**src/rtl/serial_word_framer_pkg.sv**
```systemverilog
// Shared constants for the serial word framer: state encodings, divisor and a
// constant-evaluable ceil(log2) helper.
package framer_pkg;

    localparam logic [1:0] S_IDLE  = 2'd0;
    localparam logic [1:0] S_CLR   = 2'd1;
    localparam logic [1:0] S_SHIFT = 2'd2;
    localparam logic [1:0] S_CHECK = 2'd3;

    localparam int DIV_BY = 5;

    function automatic int clog2(input int value);
        int result;
        result = 0;
        for (int i = 0; i < 32; i++) begin
            if ((1 << i) < value) begin
                result = i + 1;
            end
        end
        return result;
    endfunction

endpackage

```
**src/rtl/serial_word_framer_if.sv**
```systemverilog
// Bundle of the framer's upstream handshake, detector-side serial link and
// result outputs. The framer uses the slave view, its environment the master view.
interface serial_word_framer_if #(
    parameter int WIDTH = 8
);
    logic             in_valid;
    logic [WIDTH-1:0] in_data;
    logic             in_ready;
    logic             det_clr;
    logic             ser_bit;
    logic             ser_valid;
    logic             ser_last;
    logic             det_z;
    logic             res_valid;
    logic [WIDTH-1:0] res_word;
    logic             res_div;

    modport slave (
        input  in_valid, in_data, det_z,
        output in_ready, det_clr, ser_bit, ser_valid, ser_last,
               res_valid, res_word, res_div
    );

    modport master (
        output in_valid, in_data, det_z,
        input  in_ready, det_clr, ser_bit, ser_valid, ser_last,
               res_valid, res_word, res_div
    );
endinterface

```
**src/rtl/serial_word_framer.sv**
```systemverilog
// Feeds a parallel word MSB-first into an external divisible-by-5 detector and
// reports the word together with the detector's verdict after the last bit.
module serial_word_framer
    import framer_pkg::*;
#(
    parameter int WIDTH = 8
) (
    input  logic                clk,
    input  logic                rst,
    serial_word_framer_if.slave bus
);

    localparam int CNT_W = (clog2(WIDTH) < 1) ? 1 : clog2(WIDTH);
    localparam logic [CNT_W-1:0] CNT_LOAD = CNT_W'(WIDTH - 1);

    logic [1:0]       state_q, state_d;
    logic [WIDTH-1:0] shreg_q, shreg_d;
    logic [WIDTH-1:0] res_word_q, res_word_d;
    logic [CNT_W-1:0] cnt_q, cnt_d;
    logic             res_div_q, res_div_d;

    logic st_idle, st_clr, st_shift, st_check;
    logic in_ready;
    logic accept;

    always_comb begin
        st_idle  = 1'b0;
        st_clr   = 1'b0;
        st_shift = 1'b0;
        st_check = 1'b0;
        case (state_q)
            S_CLR:   st_clr   = 1'b1;
            S_SHIFT: st_shift = 1'b1;
            S_CHECK: st_check = 1'b1;
            default: st_idle  = 1'b1;
        endcase
    end

    // Ready comes only from state, never from in_valid; held low while in reset.
    assign in_ready = (st_idle | st_check) & ~rst;
    assign accept   = in_ready & bus.in_valid;

    always_comb begin
        state_d    = state_q;
        shreg_d    = shreg_q;
        res_word_d = res_word_q;
        cnt_d      = cnt_q;
        res_div_d  = res_div_q;

        if (st_shift) begin
            shreg_d = shreg_q << 1;
            if (cnt_q == '0) begin
                state_d = S_CHECK;
            end else begin
                cnt_d = cnt_q - CNT_W'(1);
            end
        end

        if (st_clr) begin
            state_d = S_SHIFT;
        end

        if (st_check) begin
            res_div_d = bus.det_z;
        end

        if (st_idle || st_check) begin
            if (accept) begin
                shreg_d    = bus.in_data;
                res_word_d = bus.in_data;
                cnt_d      = CNT_LOAD;
                state_d    = S_CLR;
            end else begin
                state_d    = S_IDLE;
            end
        end
    end

    always_ff @(posedge clk) begin
        if (rst) begin
            state_q    <= S_IDLE;
            shreg_q    <= '0;
            res_word_q <= '0;
            cnt_q      <= '0;
            res_div_q  <= 1'b0;
        end else begin
            state_q    <= state_d;
            shreg_q    <= shreg_d;
            res_word_q <= res_word_d;
            cnt_q      <= cnt_d;
            res_div_q  <= res_div_d;
        end
    end

    assign bus.in_ready  = in_ready;
    assign bus.det_clr   = st_clr;
    assign bus.ser_valid = st_shift;
    assign bus.ser_bit   = st_shift & shreg_q[WIDTH-1];
    assign bus.ser_last  = st_shift & (cnt_q == '0);
    assign bus.res_valid = st_check;
    assign bus.res_word  = res_word_q;
    // The verdict is live during CHECK and then held until the next CHECK.
    assign bus.res_div   = st_check ? bus.det_z : res_div_q;

endmodule

```
**src/flat_wrapper.sv**
```systemverilog
// flat-port wrapper written by rule: the top's interface ports become plain ports
module serial_word_framer_flat import framer_pkg::*;
#(
    parameter int WIDTH = 8
)
  (clk, rst, bus_in_valid, bus_in_data, bus_det_z, bus_in_ready, bus_det_clr, bus_ser_bit, bus_ser_valid, bus_ser_last, bus_res_valid, bus_res_word, bus_res_div);
  serial_word_framer_if #(.WIDTH(WIDTH)) bus_i ();
  input  logic clk;
  input  logic rst;
  input wire logic [$bits(bus_i.in_valid)-1:0] bus_in_valid;
  input wire logic [$bits(bus_i.in_data)-1:0] bus_in_data;
  input wire logic [$bits(bus_i.det_z)-1:0] bus_det_z;
  output wire logic [$bits(bus_i.in_ready)-1:0] bus_in_ready;
  output wire logic [$bits(bus_i.det_clr)-1:0] bus_det_clr;
  output wire logic [$bits(bus_i.ser_bit)-1:0] bus_ser_bit;
  output wire logic [$bits(bus_i.ser_valid)-1:0] bus_ser_valid;
  output wire logic [$bits(bus_i.ser_last)-1:0] bus_ser_last;
  output wire logic [$bits(bus_i.res_valid)-1:0] bus_res_valid;
  output wire logic [$bits(bus_i.res_word)-1:0] bus_res_word;
  output wire logic [$bits(bus_i.res_div)-1:0] bus_res_div;
  assign bus_i.in_valid = bus_in_valid;
  assign bus_i.in_data = bus_in_data;
  assign bus_i.det_z = bus_det_z;
  assign bus_in_ready = bus_i.in_ready;
  assign bus_det_clr = bus_i.det_clr;
  assign bus_ser_bit = bus_i.ser_bit;
  assign bus_ser_valid = bus_i.ser_valid;
  assign bus_ser_last = bus_i.ser_last;
  assign bus_res_valid = bus_i.res_valid;
  assign bus_res_word = bus_i.res_word;
  assign bus_res_div = bus_i.res_div;
  serial_word_framer #(.WIDTH(WIDTH)) u_core (.clk(clk), .rst(rst), .bus(bus_i));
endmodule
```
**config.mk**
```make
export PLATFORM = sky130hd
export DESIGN_NAME = serial_word_framer_flat
export DESIGN_NICKNAME = d
export VERILOG_FILES = /design/src/rtl/serial_word_framer_pkg.sv /design/src/rtl/serial_word_framer_if.sv /design/src/rtl/serial_word_framer.sv /design/src/flat_wrapper.sv
export SDC_FILE = /design/constraint.sdc
export NUM_CORES = 1
export LEC_CHECK = 0
export ABC_AREA = 1
export BUFFER_PORTS_ARGS = -buffer_cell sky130_fd_sc_hd__buf_2
export CORE_ASPECT_RATIO = 1.25
export CORE_UTILIZATION = 50
export CTS_BUF_LIST = sky130_fd_sc_hd__clkbuf_16
export CTS_CLUSTER_SIZE = 10
export DETAILED_ROUTE_END_ITERATION = 10
export HOLD_SLACK_MARGIN = 0.15
export PLACE_DENSITY = 0.69
export SLEW_MARGIN = 15
export SYNTH_ARGS = -nofsm -noshare
export SYNTH_HDL_FRONTEND = slang
export SYNTH_SLANG_ARGS = --single-unit
```
**constraint.sdc**
```tcl
create_clock -name clk -period 2.6 [get_ports clk]
set_input_delay 0.65 -clock clk [delete_from_list [all_inputs] [get_ports clk]]
set_output_delay 0.65 -clock clk [all_outputs]
set_load 0.005 [all_outputs]
```
======== Word-level counts from Yosys, hierarchy flattened ========
Index checks and enable logic that the tools add are counted.
cells by class
  add/sub/neg operators ................... 1
  equal/unequal tests ..................... 3
  multiplexer cells ....................... 17
  bitwise logic cells ..................... 6
  reduce and logical (&&, ||, !) cells .... 7
operators with widths
  kind                                                                    count
  32-bit 2-to-1 mux                                                       4
  32-bit zero test                                                        1
  32-bit by 1-bit subtractor with 32-bit output (second input constant)   1
  8-bit 2-to-1 mux                                                        3
  2-bit 2-to-1 mux                                                        4
  1-bit 2-to-1 mux                                                        6
  3-bit nonzero test                                                      2
  1-bit AND                                                               4
  2-bit equality test (second input constant)                             2
  2-bit AND reduction                                                     2
  3-bit OR reduction                                                      1
  2-bit by 1-bit equality test with 1-bit output (second input constant)  1
  1-bit logical OR                                                        1
  1-bit inverter                                                          1
  1-bit bitwise OR                                                        1
word-level totals
  register bits after elaboration ......... 51
  input bits .............................. 12
  output and inout bits ................... 15

======== Depth between registers and ports, before layout ========
  depth after elaboration ................. 8
  depth in mapped cells ................... 12

======== Worst setup path after synthesis ========
No wires, ideal clock.
  path type ............................... reg2out
  start ................................... reg u_core.state_q[0]
  end ..................................... out bus_ser_last
  data arrival time ....................... 1.197 ns
  setup slack ............................. 0.753 ns
  cell stages (with the launch flop) ...... 6
  cell sequence ........................... dfxtp_1 -> inv_1 -> ha_1 -> inv_1 -> clkbuf_1 -> nor2_1
on the way
  word-level cells in the longest chain between the ends .. 3
RTL lines
  item                     line                      source
  start, declared          serial_word_framer.sv:16  logic [1:0] state_q, state_d;
  start signal, assigned   serial_word_framer.sv:87  state_q <= state_d;
  2-bit equality test      serial_word_framer.sv:31  case (state_q)
  1-bit 2-to-1 mux         serial_word_framer.sv:31
  named net bus_ser_valid  flat_wrapper.sv:16        output wire logic [$bits(bus_i.ser_valid)-1:0] bus_ser_valid;
  1-bit AND                serial_word_framer.sv:99  assign bus.ser_last = st_shift & (cnt_q == '0);
  end, declared            flat_wrapper.sv:17        output wire logic [$bits(bus_i.ser_last)-1:0] bus_ser_last;
The timed path passes the listed nets, and every way through them passes these cells.

======== Final worst setup path ========
  start ................................... reg u_core.cnt_q[0]
  end ..................................... out bus_ser_last
on the way
  word-level cells in the longest chain between the ends .. 2
RTL lines
  item                    line                      source
  start, declared         serial_word_framer.sv:19  logic [CNT_W-1:0] cnt_q, cnt_d;
  start signal, assigned  serial_word_framer.sv:90  cnt_q <= cnt_d;
  32-bit zero test        serial_word_framer.sv:99
  1-bit AND               serial_word_framer.sv:99
No other way between the ends.

==> results.yml <==
hold_path:
  min_to: "u_core.bus.res_word[6]$_SDFFE_PP0P_"
  hp-class: "flop to flop"
  whs_path_depth: 2
  min_from: "u_core.bus.res_word[6]$_SDFFE_PP0P_"
die:
  die_x_um: 69.7
  dieArea_um2: 6030
  core_um2: 5480
  start_util_pct: 52.2
  io_pins: 27
  num_rows: 30
  die_h_um: 86.6
detailed_routing:
  wl_per_cell_um: 11.4
  first_iter_violations: 112
  drc: 0
  via_per_inst: 4.97
  vias: 2712
  wl_um: 6250
  dr.pass1.iters: 5
  ant_nets: 0
clocking:
  postCtsSetupBuffers: 0
  clk_pin_slew_ns: 0.07
  cts_hold_buf: 0
  numCtsBuffers: 5
  clock_sinks: 51
  clock_path_buffers: 2
  cts_resized: 0
  cts_max_level: 2
  root_buffer: "clkbuf_16"
  cts_tree: "done"
  clk_latency_ns: 0.29
worst_setup_path:
  crit_type: "flop to primary output"
  endpoint_kind: "primary output"
  start_kind: "flop"
  rr_startpoint: "u_core.state_q[0]$_SDFFE_PP0P_"
  arrival_ns: 1.56
  cp_max_fo: 5
  r2r_end: "u_core.bus.res_word[1]$_SDFFE_PP0P_"
  r2r_cells: 8
  crit_required_ns: 1.95
  r2r_setup_slack_ns: 0.81
power:
  power_frac_comb_pct: 61.6
  powerDensity_nw_per_um2: 1510
  p_int_mw: 2.40
  seqPwrFrac_pct: 23.1
  p_sw_mw: 2.44
  vdd_drop_max_mv: 0.890
  switching_share_pct: 50.4
  p_leak_nw: 1.63
  pwr-share-clk_pct: 15.3
place:
  pre_cts_slack_ns: 0.694
  place.gp.congestion: 0.835
  hpwlAfterDp_um: 4540
  place.port_buffers: 26
  post_dp_cell_area_um2: 3030
synthesis:
  synth_compound_area_share_pct: 7.13
  synth_cells: 456
  synth-xor-area-share_pct: 3.67
  yosysTopAreaCellShare_pct: 35.7
  ys_seq_area_share_pct: 35.7
  yosys_warnings: 0
  synth_cell_types: 22
  synth_top_family_by_area: "simple AND/OR/NAND/NOR gates"
  synth_area_per_cell_um2: 6.28
  yosysTopAreaCell: "dfxtp_1"
  ys_seq_elements: 51
  post_synth_fa_ha_maj_area_fraction_pct: 2.62
  syn-num-nets: 474
  synth-simple-area-share_pct: 40.5
  synthTopCellsByArea: "dfxtp_1 36%, nand2_1 17%, nor2_1 11%, inv_1 7.6%, nand3_1 6.3%"
  synthMuxAreaShare_pct: 0
  synth_area_um2: 2860
timing:
  whs_ns: 0.440
  relSlewSlack_pct: 63.0
  setup_viol: 0
  clock_skew_ns: 0.00487
  fin_crit_sh_pct: 84.9
  slew_viol_final: 0
  tns_ns: 0
  fmax_mhz: 453
  worst_slew_pin_slew_ns: 0.553
  rsz0062_at_grt: "no"
  hold_viol: 0
  min_period_ns: 2.21
  setup_slack_ns: 0.394
global_routing:
  grt_pass1_wl_um: 10900
  grt_max_degree: 37
  overflow: 0
  antenna_found_initial: 0
  grt_pass1_vias: 2563
  grt_util_all_layers_pct: 22.4
cells_and_area:
  area_growth_syn_to_layout_pct: 11.9
  finalNetCount: 499
  drive_gt1_share_pct: 11.2
  final_cell_mix: "129 x nand2_1, 84 x nor2_1, 58 x inv_1"
  antenna_cells: 0
  fin_util_pct: 58.4
  fin_area_um2: 3200
  final_common_cell: "nand2_1"
status:
  status: "completed"
run:
  cap_violations: 0
[final cells by class]
cell class                 count  area, um2
multi-input combinational    333       1540
clock inverter                 3       43.8
fill                         563       2280
inverter                      59        221
sequential                    51       1020
clock buffer                   5        125
timing repair buffer          31        168
tap                           64       80.1
[routing by layer]
layer	wire, um	vias up	track usage (%)
met5	0	-	0
met4	151	0	10.5
met3	240	11	4.42
met2	3080	55	41.8
met1	2770	1185	24.2
li1	-	1461	-
[Yosys cell counts, drive strengths merged]
cell type    n
nand2      132
o21ai       10
a21oi       22
nand4        5
nor2        95
buf          6
and2         1
dfxtp       51
inv         58
nor3         6
ha           6
nand3       37
clkinv       1
a31oi        7
xnor2        7
xor2         5
clkbuf       7
[how the worst max path moves through the flow]
stage,start,to,cells after the start
after floorplan,u_core.state_q[0]$_SDFFE_PP0P_,bus_ser_last,5
after global placement,u_core.cnt_q[0]$_SDFF_PP0_,bus_ser_last,9
after detailed placement,u_core.cnt_q[0]$_SDFF_PP0_,bus_ser_last,9
after CTS,u_core.cnt_q[0]$_SDFF_PP0_,bus_ser_last,9
after global routing,u_core.cnt_q[0]$_SDFF_PP0_,bus_ser_last,9
final,u_core.cnt_q[0]$_SDFF_PP0_,bus_ser_last,9
[stage by stage]
stage / instances / power (mW)
after floorplan: 456 / 3.48
after global placement: 538 / 4.06
after detailed placement: 538 / 4.09
after CTS: 546 / 4.86
after global routing: 546 / 5.32
final: 546 / 4.84
[state kept, by name, indices dropped and copies added, names as in the netlist]
register             count
u_core.shreg_q           8
u_core.bus.res_word      8
u_core.res_div_q         1
u_core.state_q           2
u_core.cnt_q            32
[worst max-delay path, stage by stage, from the launching register on]
cell,delay (ns)
dfxtp_1,0.30
inv_1,0.14
ha_1,0.19
nand2_1,0.05
nor2_1,0.12
nand2_2,0.09
inv_1,0.05
nand2_1,0.10
nor2_1,0.10
buf_2,0.12
[power groups by stage]
stage / Clock (mW) / Sequential [mW] / Combinational [mW]
finish: 0.739 / 1.12 / 2.98
global route: 0.788 / 1.14 / 3.40
CTS: 0.759 / 1.12 / 2.98
detailed placement: 0 / 1.13 / 2.96
global placement: 0 / 1.13 / 2.93
floorplan: 0 / 1.10 / 2.38
[cell families after synthesis]
group | Yosys count
AO/OA/AOI/OAI | 39
AND/OR/NAND/NOR | 276
adder cells (fa/ha/maj) | 6
flip-flops | 51
buffers and inverters | 72
XOR/XNOR | 12
Note: power is estimated with default switching activity, not from simulation.
